--- src/rtl/sram_arbiter_pkg.sv ---
// Shared widths, FSM state codes and port indices for the four-port SRAM arbiter.
package sram_arbiter_pkg;

  localparam int ADDR_W = 18;
  localparam int DATA_W = 32;
  localparam int MASK_W = DATA_W / 8;

  localparam logic [1:0] PORT_W0 = 2'd0;
  localparam logic [1:0] PORT_W1 = 2'd1;
  localparam logic [1:0] PORT_R0 = 2'd2;
  localparam logic [1:0] PORT_R1 = 2'd3;

  typedef enum logic [2:0] {
    ST_IDLE   = 3'd0,
    ST_W0     = 3'd1,
    ST_W1     = 3'd2,
    ST_R0     = 3'd3,
    ST_R1     = 3'd4,
    ST_RWAIT0 = 3'd5,
    ST_RWAIT1 = 3'd6
  } state_e;

  function automatic state_e issue_state(input logic [1:0] port);
    state_e st;
    case (port)
      PORT_W0: st = ST_W0;
      PORT_W1: st = ST_W1;
      PORT_R0: st = ST_R0;
      default: st = ST_R1;
    endcase
    return st;
  endfunction

endpackage

--- src/rtl/sram_arbiter_if.sv ---
// Client-side request/response ports plus the SRAM controller command/data channel.
interface sram_arbiter_if #(
  parameter int ADDR_W = sram_arbiter_pkg::ADDR_W,
  parameter int DATA_W = sram_arbiter_pkg::DATA_W,
  parameter int MASK_W = sram_arbiter_pkg::MASK_W
);
  logic                             w0_din_ready;
  logic                             w0_din_valid;
  logic [ADDR_W+DATA_W+MASK_W-1:0]  w0_din;
  logic                             w1_din_ready;
  logic                             w1_din_valid;
  logic [ADDR_W+DATA_W+MASK_W-1:0]  w1_din;
  logic                             r0_din_ready;
  logic                             r0_din_valid;
  logic [ADDR_W-1:0]                r0_din;
  logic                             r1_din_ready;
  logic                             r1_din_valid;
  logic [ADDR_W-1:0]                r1_din;
  logic                             r0_dout_ready;
  logic                             r0_dout_valid;
  logic [DATA_W-1:0]                r0_dout;
  logic                             r1_dout_ready;
  logic                             r1_dout_valid;
  logic [DATA_W-1:0]                r1_dout;
  logic [2:0]                       state;
  logic                             sram_addr_valid;
  logic                             sram_ready;
  logic [ADDR_W-1:0]                sram_addr;
  logic [DATA_W-1:0]                sram_data_in;
  logic [MASK_W-1:0]                sram_write_mask;
  logic [DATA_W-1:0]                sram_data_out;
  logic                             sram_data_out_valid;

  modport slave (
    output w0_din_ready, w1_din_ready, r0_din_ready, r1_din_ready,
    input  w0_din_valid, w1_din_valid, r0_din_valid, r1_din_valid,
    input  w0_din, w1_din, r0_din, r1_din,
    input  r0_dout_ready, r1_dout_ready,
    output r0_dout_valid, r1_dout_valid, r0_dout, r1_dout,
    output state, sram_addr_valid, sram_addr, sram_data_in, sram_write_mask,
    input  sram_ready, sram_data_out, sram_data_out_valid
  );

  modport master (
    input  w0_din_ready, w1_din_ready, r0_din_ready, r1_din_ready,
    output w0_din_valid, w1_din_valid, r0_din_valid, r1_din_valid,
    output w0_din, w1_din, r0_din, r1_din,
    output r0_dout_ready, r1_dout_ready,
    input  r0_dout_valid, r1_dout_valid, r0_dout, r1_dout,
    input  state, sram_addr_valid, sram_addr, sram_data_in, sram_write_mask,
    output sram_ready, sram_data_out, sram_data_out_valid
  );
endinterface

--- src/rtl/sram_arbiter_req_buf.sv ---
// Single-entry request holding register: loads on vld&&rdy, visible next cycle.
// Ready only while empty; the entry stays until the arbiter clears it.
module sram_arbiter_req_buf #(
  parameter int WIDTH = 8
) (
  input  logic             i_clk,
  input  logic             i_rst,
  input  logic             i_vld,
  output logic             o_rdy,
  input  logic [WIDTH-1:0] i_dat,
  input  logic             i_clr,
  output logic             o_pend,
  output logic [WIDTH-1:0] o_dat
);

  logic             r_pend;
  logic [WIDTH-1:0] r_dat;

  // Load and clear are mutually exclusive: clear only fires while pending, load only while empty.
  always_ff @(posedge i_clk) begin
    if (i_rst) begin
      r_pend <= 1'b0;
      r_dat  <= '0;
    end else if (i_vld && !r_pend) begin
      r_pend <= 1'b1;
      r_dat  <= i_dat;
    end else if (i_clr) begin
      r_pend <= 1'b0;
    end
  end

  assign o_rdy  = !r_pend;
  assign o_pend = r_pend;
  assign o_dat  = r_dat;

endmodule

--- src/rtl/sram_arbiter.sv ---
// Round-robin arbiter of two write and two read clients onto one SRAM controller.
// One transaction in flight; grant one cycle after a request lands; commands hold until sram_ready.
module sram_arbiter
  import sram_arbiter_pkg::*;
(
  input  logic          sram_clock,
  input  logic          reset,
  sram_arbiter_if.slave bus
);

  localparam int WDAT_W = ADDR_W + DATA_W + MASK_W;

  state_e              r_state;
  state_e              w_state_nxt;
  logic [1:0]          r_last;
  logic [1:0]          w_last_nxt;
  logic [3:0]          w_pend;
  logic [3:0]          w_clr;
  logic [3:0]          w_elig;
  logic [2:0]          w_pick;
  logic                w_cap0;
  logic                w_cap1;
  logic [WDAT_W-1:0]   w_w0_dat;
  logic [WDAT_W-1:0]   w_w1_dat;
  logic [ADDR_W-1:0]   w_r0_addr;
  logic [ADDR_W-1:0]   w_r1_addr;
  logic                r_r0_dout_vld;
  logic                r_r1_dout_vld;
  logic [DATA_W-1:0]   r_r0_dout;
  logic [DATA_W-1:0]   r_r1_dout;

  sram_arbiter_req_buf #(.WIDTH(WDAT_W)) u_buf_w0 (
    .i_clk(sram_clock), .i_rst(reset), .i_vld(bus.w0_din_valid), .o_rdy(bus.w0_din_ready),
    .i_dat(bus.w0_din), .i_clr(w_clr[PORT_W0]), .o_pend(w_pend[PORT_W0]), .o_dat(w_w0_dat)
  );
  sram_arbiter_req_buf #(.WIDTH(WDAT_W)) u_buf_w1 (
    .i_clk(sram_clock), .i_rst(reset), .i_vld(bus.w1_din_valid), .o_rdy(bus.w1_din_ready),
    .i_dat(bus.w1_din), .i_clr(w_clr[PORT_W1]), .o_pend(w_pend[PORT_W1]), .o_dat(w_w1_dat)
  );
  sram_arbiter_req_buf #(.WIDTH(ADDR_W)) u_buf_r0 (
    .i_clk(sram_clock), .i_rst(reset), .i_vld(bus.r0_din_valid), .o_rdy(bus.r0_din_ready),
    .i_dat(bus.r0_din), .i_clr(w_clr[PORT_R0]), .o_pend(w_pend[PORT_R0]), .o_dat(w_r0_addr)
  );
  sram_arbiter_req_buf #(.WIDTH(ADDR_W)) u_buf_r1 (
    .i_clk(sram_clock), .i_rst(reset), .i_vld(bus.r1_din_valid), .o_rdy(bus.r1_din_ready),
    .i_dat(bus.r1_din), .i_clr(w_clr[PORT_R1]), .o_pend(w_pend[PORT_R1]), .o_dat(w_r1_addr)
  );

  // Returns {found, port}; the port right after 'last' wins, 'last' itself is considered last.
  function automatic logic [2:0] rr_pick(input logic [3:0] elig, input logic [1:0] last);
    logic [2:0] res;
    logic [1:0] idx;
    res = '0;
    for (int i = 4; i >= 1; i--) begin
      idx = last + 2'(i);
      if (elig[idx]) res = {1'b1, idx};
    end
    return res;
  endfunction

  // A read port holding unconsumed data may not start another read.
  assign w_elig = {w_pend[PORT_R1] & ~r_r1_dout_vld,
                   w_pend[PORT_R0] & ~r_r0_dout_vld,
                   w_pend[PORT_W1], w_pend[PORT_W0]};
  assign w_pick = rr_pick(w_elig, r_last);

  always_ff @(posedge sram_clock) begin
    if (reset) begin
      r_state <= ST_IDLE;
      r_last  <= PORT_R1;
    end else begin
      r_state <= w_state_nxt;
      r_last  <= w_last_nxt;
    end
  end

  always_comb begin
    w_state_nxt = r_state;
    w_last_nxt  = r_last;
    w_clr       = '0;
    w_cap0      = 1'b0;
    w_cap1      = 1'b0;
    case (r_state)
      ST_IDLE: begin
        if (w_pick[2]) begin
          w_last_nxt  = w_pick[1:0];
          w_state_nxt = issue_state(w_pick[1:0]);
        end
      end
      ST_W0: if (bus.sram_ready) begin
        w_clr[PORT_W0] = 1'b1;
        w_state_nxt    = ST_IDLE;
      end
      ST_W1: if (bus.sram_ready) begin
        w_clr[PORT_W1] = 1'b1;
        w_state_nxt    = ST_IDLE;
      end
      ST_R0: if (bus.sram_ready) w_state_nxt = ST_RWAIT0;
      ST_R1: if (bus.sram_ready) w_state_nxt = ST_RWAIT1;
      ST_RWAIT0: if (bus.sram_data_out_valid) begin
        w_clr[PORT_R0] = 1'b1;
        w_cap0         = 1'b1;
        w_state_nxt    = ST_IDLE;
      end
      ST_RWAIT1: if (bus.sram_data_out_valid) begin
        w_clr[PORT_R1] = 1'b1;
        w_cap1         = 1'b1;
        w_state_nxt    = ST_IDLE;
      end
      default: w_state_nxt = ST_IDLE;
    endcase
  end

  // Command fields come straight from the granted buffer, which cannot change until it is cleared.
  always_comb begin
    bus.sram_addr_valid = 1'b0;
    bus.sram_addr       = '0;
    bus.sram_data_in    = '0;
    bus.sram_write_mask = '0;
    case (r_state)
      ST_W0: begin
        bus.sram_addr_valid = 1'b1;
        {bus.sram_addr, bus.sram_data_in, bus.sram_write_mask} = w_w0_dat;
      end
      ST_W1: begin
        bus.sram_addr_valid = 1'b1;
        {bus.sram_addr, bus.sram_data_in, bus.sram_write_mask} = w_w1_dat;
      end
      ST_R0: begin
        bus.sram_addr_valid = 1'b1;
        bus.sram_addr       = w_r0_addr;
      end
      ST_R1: begin
        bus.sram_addr_valid = 1'b1;
        bus.sram_addr       = w_r1_addr;
      end
      default: ;
    endcase
  end

  always_ff @(posedge sram_clock) begin
    if (reset) begin
      r_r0_dout_vld <= 1'b0;
      r_r1_dout_vld <= 1'b0;
      r_r0_dout     <= '0;
      r_r1_dout     <= '0;
    end else begin
      if (w_cap0) begin
        r_r0_dout_vld <= 1'b1;
        r_r0_dout     <= bus.sram_data_out;
      end else if (bus.r0_dout_ready) begin
        r_r0_dout_vld <= 1'b0;
      end
      if (w_cap1) begin
        r_r1_dout_vld <= 1'b1;
        r_r1_dout     <= bus.sram_data_out;
      end else if (bus.r1_dout_ready) begin
        r_r1_dout_vld <= 1'b0;
      end
    end
  end

  assign bus.state         = r_state;
  assign bus.r0_dout_valid = r_r0_dout_vld;
  assign bus.r1_dout_valid = r_r1_dout_vld;
  assign bus.r0_dout       = r_r0_dout;
  assign bus.r1_dout       = r_r1_dout;

endmodule

--- src/flat_wrapper.sv ---
// flat-port wrapper written by rule: the top's interface ports become plain ports
module sram_arbiter_flat import sram_arbiter_pkg::*;
  (sram_clock, reset, bus_w0_din_ready, bus_w1_din_ready, bus_r0_din_ready, bus_r1_din_ready, bus_w0_din_valid, bus_w1_din_valid, bus_r0_din_valid, bus_r1_din_valid, bus_w0_din, bus_w1_din, bus_r0_din, bus_r1_din, bus_r0_dout_ready, bus_r1_dout_ready, bus_r0_dout_valid, bus_r1_dout_valid, bus_r0_dout, bus_r1_dout, bus_state, bus_sram_addr_valid, bus_sram_addr, bus_sram_data_in, bus_sram_write_mask, bus_sram_ready, bus_sram_data_out, bus_sram_data_out_valid);
  sram_arbiter_if bus_i ();
  input  logic sram_clock;
  input  logic reset;
  output wire logic [$bits(bus_i.w0_din_ready)-1:0] bus_w0_din_ready;
  output wire logic [$bits(bus_i.w1_din_ready)-1:0] bus_w1_din_ready;
  output wire logic [$bits(bus_i.r0_din_ready)-1:0] bus_r0_din_ready;
  output wire logic [$bits(bus_i.r1_din_ready)-1:0] bus_r1_din_ready;
  input wire logic [$bits(bus_i.w0_din_valid)-1:0] bus_w0_din_valid;
  input wire logic [$bits(bus_i.w1_din_valid)-1:0] bus_w1_din_valid;
  input wire logic [$bits(bus_i.r0_din_valid)-1:0] bus_r0_din_valid;
  input wire logic [$bits(bus_i.r1_din_valid)-1:0] bus_r1_din_valid;
  input wire logic [$bits(bus_i.w0_din)-1:0] bus_w0_din;
  input wire logic [$bits(bus_i.w1_din)-1:0] bus_w1_din;
  input wire logic [$bits(bus_i.r0_din)-1:0] bus_r0_din;
  input wire logic [$bits(bus_i.r1_din)-1:0] bus_r1_din;
  input wire logic [$bits(bus_i.r0_dout_ready)-1:0] bus_r0_dout_ready;
  input wire logic [$bits(bus_i.r1_dout_ready)-1:0] bus_r1_dout_ready;
  output wire logic [$bits(bus_i.r0_dout_valid)-1:0] bus_r0_dout_valid;
  output wire logic [$bits(bus_i.r1_dout_valid)-1:0] bus_r1_dout_valid;
  output wire logic [$bits(bus_i.r0_dout)-1:0] bus_r0_dout;
  output wire logic [$bits(bus_i.r1_dout)-1:0] bus_r1_dout;
  output wire logic [$bits(bus_i.state)-1:0] bus_state;
  output wire logic [$bits(bus_i.sram_addr_valid)-1:0] bus_sram_addr_valid;
  output wire logic [$bits(bus_i.sram_addr)-1:0] bus_sram_addr;
  output wire logic [$bits(bus_i.sram_data_in)-1:0] bus_sram_data_in;
  output wire logic [$bits(bus_i.sram_write_mask)-1:0] bus_sram_write_mask;
  input wire logic [$bits(bus_i.sram_ready)-1:0] bus_sram_ready;
  input wire logic [$bits(bus_i.sram_data_out)-1:0] bus_sram_data_out;
  input wire logic [$bits(bus_i.sram_data_out_valid)-1:0] bus_sram_data_out_valid;
  assign bus_w0_din_ready = bus_i.w0_din_ready;
  assign bus_w1_din_ready = bus_i.w1_din_ready;
  assign bus_r0_din_ready = bus_i.r0_din_ready;
  assign bus_r1_din_ready = bus_i.r1_din_ready;
  assign bus_i.w0_din_valid = bus_w0_din_valid;
  assign bus_i.w1_din_valid = bus_w1_din_valid;
  assign bus_i.r0_din_valid = bus_r0_din_valid;
  assign bus_i.r1_din_valid = bus_r1_din_valid;
  assign bus_i.w0_din = bus_w0_din;
  assign bus_i.w1_din = bus_w1_din;
  assign bus_i.r0_din = bus_r0_din;
  assign bus_i.r1_din = bus_r1_din;
  assign bus_i.r0_dout_ready = bus_r0_dout_ready;
  assign bus_i.r1_dout_ready = bus_r1_dout_ready;
  assign bus_r0_dout_valid = bus_i.r0_dout_valid;
  assign bus_r1_dout_valid = bus_i.r1_dout_valid;
  assign bus_r0_dout = bus_i.r0_dout;
  assign bus_r1_dout = bus_i.r1_dout;
  assign bus_state = bus_i.state;
  assign bus_sram_addr_valid = bus_i.sram_addr_valid;
  assign bus_sram_addr = bus_i.sram_addr;
  assign bus_sram_data_in = bus_i.sram_data_in;
  assign bus_sram_write_mask = bus_i.sram_write_mask;
  assign bus_i.sram_ready = bus_sram_ready;
  assign bus_i.sram_data_out = bus_sram_data_out;
  assign bus_i.sram_data_out_valid = bus_sram_data_out_valid;
  sram_arbiter u_core (.sram_clock(sram_clock), .reset(reset), .bus(bus_i));
endmodule
--- config.mk ---
export PLATFORM = sky130hd
export DESIGN_NAME = sram_arbiter_flat
export DESIGN_NICKNAME = d
export VERILOG_FILES = /design/src/rtl/sram_arbiter_pkg.sv /design/src/rtl/sram_arbiter_if.sv /design/src/rtl/sram_arbiter_req_buf.sv /design/src/rtl/sram_arbiter.sv /design/src/flat_wrapper.sv
export SDC_FILE = /design/constraint.sdc
export NUM_CORES = 1
export LEC_CHECK = 0
export ABC_AREA = 1
export CORE_AREA = 4 4 141 143
export CTS_CLUSTER_DIAMETER = 100
export CTS_CLUSTER_SIZE = 24
export DETAILED_ROUTE_END_ITERATION = 10
export DIE_AREA = 0 0 145 147
export HOLD_SLACK_MARGIN = 0.08
export PLACE_DENSITY = 0.94
export SYNTH_ARGS = -nofsm -noshare
export SYNTH_HDL_FRONTEND = slang
export SYNTH_SLANG_ARGS = --single-unit
--- constraint.sdc ---
create_clock -name sram_clock -period 2.45 [get_ports sram_clock]
set_input_delay 0.3675 -clock sram_clock [delete_from_list [all_inputs] [get_ports sram_clock]]
set_output_delay 0.3675 -clock sram_clock [all_outputs]
set_load 0.05 [all_outputs]
==> flow_summary.html <==
<table>
<tr><th>Metric</th><th>Value</th></tr>
<tr><th colspan="2">Layout</th></tr>
<tr><td>Leading cell type in the layout, fill and taps excluded</td><td>clkdlybuf4s50_1</td></tr>
<tr><td>Nets@finish</td><td>1597</td></tr>
<tr><td>Most used cells in the layout excluding fill and tap cells</td><td>clkdlybuf4s50_1 (256), dfxtp_1 (219), o21ai_0 (212)</td></tr>
<tr><td>End-of-flow core utilization</td><td>a little over two thirds</td></tr>
<tr><td>Layout area overhead</td><td>47.3%</td></tr>
<tr><td>Antenna diode instance count</td><td>0</td></tr>
<tr><td>Proportion of layout cells with a drive suffix above 1</td><td>approximately 8%</td></tr>
<tr><th colspan="2">Worst setup path</th></tr>
<tr><td>Setup crit end</td><td>bus_sram_addr[13]</td></tr>
<tr><td>Type of destination of the critical path</td><td>output pin</td></tr>
<tr><td>Library cell contributing the largest single delay on the critical path</td><td>dfxtp_1</td></tr>
<tr><td>Startpoint types</td><td>flop</td></tr>
<tr><td>Reg2reg setup slack</td><td>0.47 ns</td></tr>
<tr><td>Critical Path, Cell by Cell</td><td>nand3_2 &gt; buf_4 &gt; o2111ai_1 &gt; buf_12</td></tr>
<tr><td>Reg-to-reg endpoint</td><td>u_core.bus.state[1]</td></tr>
<tr><td>Longest individual stage delay on the worst path</td><td>0.53 ns</td></tr>
<tr><td>First element of the critical path</td><td>u_core.bus.state[1]</td></tr>
<tr><td>Depth of the worst register-to-register path</td><td>12</td></tr>
<tr><td>Critical path fanouts, max</td><td>17</td></tr>
<tr><td>Critical R2R Launch</td><td>u_core.r_last[0]</td></tr>
<tr><td>Required arrival time at the worst endpoint</td><td>2.08 ns</td></tr>
<tr><td>Type of the setup path with the least slack</td><td>reg -&gt; out</td></tr>
<tr><td>Arrival time of the worst setup path</td><td>1.96 ns</td></tr>
<tr><th colspan="2">Floorplanning</th></tr>
<tr><td>Initial standard-cell utilization of the core</td><td>47.2%</td></tr>
<tr><td>DIE WIDTH</td><td>approximately 150 um</td></tr>
<tr><td>Die Y</td><td>147 um</td></tr>
<tr><td>I/O pin count</td><td>between 300 and 400</td></tr>
<tr><td>Placement Rows</td><td>50</td></tr>
<tr><td>Core area</td><td>0.0186 sq mm</td></tr>
<tr><td>Area enclosed by the die boundary</td><td>roughly 0.021 sq mm</td></tr>
<tr><th colspan="2">GRT</th></tr>
<tr><td>Via count of the first global-routing pass</td><td>8759</td></tr>
<tr><td>Antenna violations before repair</td><td>1</td></tr>
<tr><td>Maximum number of pins on one net before global-route repair</td><td>83</td></tr>
<tr><td>Overall global routing resource usage</td><td>roughly a quarter</td></tr>
<tr><td>Wire length of the first global-routing pass</td><td>45300 um</td></tr>
<tr><td>Sum of overflow across all layers after global routing</td><td>0</td></tr>
<tr><th colspan="2">Timing</th></tr>
<tr><td>Clock period minus worst slack</td><td>2.33 ns</td></tr>
<tr><td>Clock skew after layout</td><td>0.0101 ns</td></tr>
<tr><td>Fin Setup TNS</td><td>0 ns</td></tr>
<tr><td>Portion of the clock cycle consumed by the worst path in the final layout</td><td>95.1%</td></tr>
<tr><td>Achievable Freq</td><td>429 MHz</td></tr>
<tr><td>Headroom to the max-slew limit</td><td>57.3%</td></tr>
<tr><td>RSZ-0062 raised after global routing</td><td>false</td></tr>
<tr><td>Final Hold Vio Count</td><td>0</td></tr>
<tr><td>Worst Tran Pin Value</td><td>0.639 ns</td></tr>
<tr><td>Final Max Slew Viols</td><td>0</td></tr>
<tr><td>Count of endpoints failing setup in the final report</td><td>0</td></tr>
<tr><th colspan="2">Detailed routing</th></tr>
<tr><td>Routed Antenna Nets</td><td>0</td></tr>
<tr><td>Vias post-DR</td><td>8996</td></tr>
<tr><td>DRC errors left</td><td>0</td></tr>
<tr><td>DR WL/cell</td><td>17.5 um</td></tr>
<tr><td>Via density</td><td>around 5.5</td></tr>
<tr><td>DRT Wirelength</td><td>28800 um</td></tr>
<tr><td>Detailed router's first-iteration violation count</td><td>684</td></tr>
<tr><td>First-pass DRT Iterations</td><td>5</td></tr>
<tr><th colspan="2">Logic synthesis</th></tr>
<tr><td>Post-synth net total</td><td>1337</td></tr>
<tr><td>Share of synthesized area occupied by flip-flops and latches</td><td>50.0%</td></tr>
<tr><td>Synthesized area divided by synthesized cell count</td><td>7.62 sq um</td></tr>
<tr><td>Cell accounting for the most synthesized area</td><td>dfxtp_1</td></tr>
<tr><td>Dominant cells by area after synthesis</td><td>dfxtp_1 (50%), o21ai_0 (12%), a21oi_1 (9.5%)</td></tr>
<tr><td>Syn Inst Count</td><td>1150</td></tr>
<tr><td>Yosys warnings</td><td>0</td></tr>
<tr><td>Synth top area share</td><td>50.0%</td></tr>
<tr><td>Unique cell type count in the Yosys netlist</td><td>28</td></tr>
<tr><td>Register bit count reported by yosys</td><td>219</td></tr>
<tr><td>Post-synthesis instance area</td><td>around 0.0088 sq mm</td></tr>
<tr><th colspan="2">Clocking</th></tr>
<tr><td>Cell chosen for the clock root</td><td>clkbuf_16</td></tr>
<tr><td>Hold-fix buffers, CTS</td><td>0</td></tr>
<tr><td>Count of H-tree levels built during CTS</td><td>1</td></tr>
<tr><td>Sink count of the clock tree</td><td>219</td></tr>
<tr><td>CTS tree</td><td>built</td></tr>
<tr><td>Max Buffers Root-to-Sink</td><td>3</td></tr>
<tr><td>Clk slew on worst S/H paths</td><td>0.10 ns</td></tr>
<tr><td>TritonCTS Buffers</td><td>13</td></tr>
<tr><td>Worst-Skew Late Latency</td><td>0.46 ns</td></tr>
<tr><th colspan="2">Pwr</th></tr>
<tr><td>Leakage power</td><td>4.86 nW</td></tr>
<tr><td>Part of the power in the clock network</td><td>21.0%</td></tr>
<tr><td>Proportion of power drawn by combinational gates</td><td>39.3%</td></tr>
<tr><td>Worst VDD drop</td><td>0.629 mV</td></tr>
<tr><td>P per Cell Area</td><td>795 mW/mm^2</td></tr>
<tr><td>Internal Power</td><td>6.43 mW</td></tr>
<tr><td>Switching power as a share of total power</td><td>between 30% and 40%</td></tr>
<tr><td>Seq pwr share</td><td>39.7%</td></tr>
<tr><td>Net load switching power</td><td>roughly 3.8 mW</td></tr>
<tr><th colspan="2">Hold path</th></tr>
<tr><td>Hold path startpoint</td><td>u_core.bus.r1_dout[7]</td></tr>
<tr><td>Cell depth of the worst hold path</td><td>2</td></tr>
<tr><td>Class of the tightest hold or removal check</td><td>reg -&gt; reg</td></tr>
<tr><th colspan="2">Place</th></tr>
<tr><td>I/O Buffers</td><td>between 300 and 400</td></tr>
<tr><td>Last weighted congestion value of the routability-driven placer</td><td>0.923</td></tr>
<tr><td>HPWL reported at the end of detailed placement</td><td>21200 um</td></tr>
<tr><th colspan="2">Job</th></tr>
<tr><td>Max-capacitance violation count</td><td>0</td></tr>
<tr><th colspan="2">Run status</th></tr>
<tr><td>Outcome</td><td>completed</td></tr>
</table>
through the flow:
stage / cell area [sq um] / instances / power [mW] / hold slack, ns / worst slack [ns]
after detailed placement: 12500 / 1628 / 8.13 / 0.437 / 0.468
after global placement: 12500 / 1628 / 8.00 / 0.432 / 0.568
after CTS: 12900 / 1644 / 10.3 / 0.450 / 0.0483
final: 12900 / 1644 / 10.3 / 0.448 / 0.120
after global routing: 12900 / 1644 / 10.7 / 0.469 / 0.0467
after floorplan: 8760 / 1150 / 6.45 / 0.429 / -0.0207
cell type report:
cell class	count	area [sq um]
fillers	1363	5670
flip-flops and latches	219	4380
repair buffers	334	3900
multi-input cells	665	3310
inverters	177	667
clock buffers	13	325
well taps	234	293
clock inverters	2	25.0
state kept, by name, summed over array words and instances (netlist names):
name / flops
u_core.u_buf_w0.o_dat: 54
u_core.u_buf_w1.o_dat: 54
u_core.bus.r0_dout: 32
u_core.bus.r1_dout: 32
u_core.u_buf_r0.o_dat: 18
u_core.u_buf_r1.o_dat: 18
u_core.bus.state: 3
u_core.r_last: 2
u_core.bus.r0_dout_valid: 1
u_core.bus.r1_dout_valid: 1
u_core.u_buf_r0.o_pend: 1
u_core.u_buf_r1.o_pend: 1
u_core.u_buf_w0.o_pend: 1
u_core.u_buf_w1.o_pend: 1
cell usage after synthesis:
master,count
buf_4,9
o21ai_0,212
nor2_4,1
or2_2,2
buf_6,2
nor3_1,1
clkinv_1,1
ha_1,1
a21oi_1,167
xnor2_1,1
o22ai_1,36
nand3b_1,1
nor2_1,112
o2111ai_1,18
buf_2,27
nand4_1,19
nand2_1,57
nand4_2,1
xor2_1,1
dfxtp_1,219
nand3_1,28
inv_2,10
o21ai_1,4
inv_1,166
clkbuf_1,48
buf_1,3
nand2_2,1
nand3_2,2
worst min path at each step:
stage | end | slack, ns
after floorplan | u_core.u_buf_w1.o_dat[53] | 0.43
after global placement | u_core.bus.r1_dout[3] | 0.43
after detailed placement | u_core.bus.r1_dout[20] | 0.44
after CTS | u_core.bus.r1_dout[20] | 0.45
after global routing | u_core.bus.r1_dout[4] | 0.47
final | u_core.bus.r1_dout[7] | 0.45
power groups by stage:
stage / Sequential, mW / Combinational, mW / Clock [mW]
after floorplan: 4.33 / 2.11 / 0
after global placement: 4.12 / 3.88 / 0
after detailed placement: 4.15 / 3.98 / 0
after CTS: 4.07 / 4.00 / 2.21
after global routing: 4.11 / 4.27 / 2.33
final: 4.07 / 4.04 / 2.15
logic make-up after synthesis:
family	count (synthesis)	synth area share, %
xor+xnor	2	0.200
compound gates	437	26.2
simple gates	225	11.1
buf+inv	266	12.3
flops	219	50.0
fa+ha+maj	1	0.143
critical path, delay by kind of cell, from the launching register on:
family	cells	cell delay, ns
AO/OA/AOI/OAI	1	0.36
buffers and inverters	2	0.44
flip-flops	1	0.53
AND/OR/NAND/NOR	1	0.17
repair_timing:
item / CTS / global route
pin swaps: 1 / 0
resized for setup: 0 / 1
buffers inserted: 1 / 0
setup endpoints to repair: 8 / 16
layer usage:
layer	vias up	global-route usage [%]	routed length (um)	part of all wire, %
li1	4312	-	-	-
met1	4095	29.4	10800	38
met2	491	46.4	14200	49
met3	96	5.58	2540	8.8
met4	2	9.88	1220	4.2
met5	-	0	13	0.045
No activity file was read; power rests on OpenSTA's default activity.
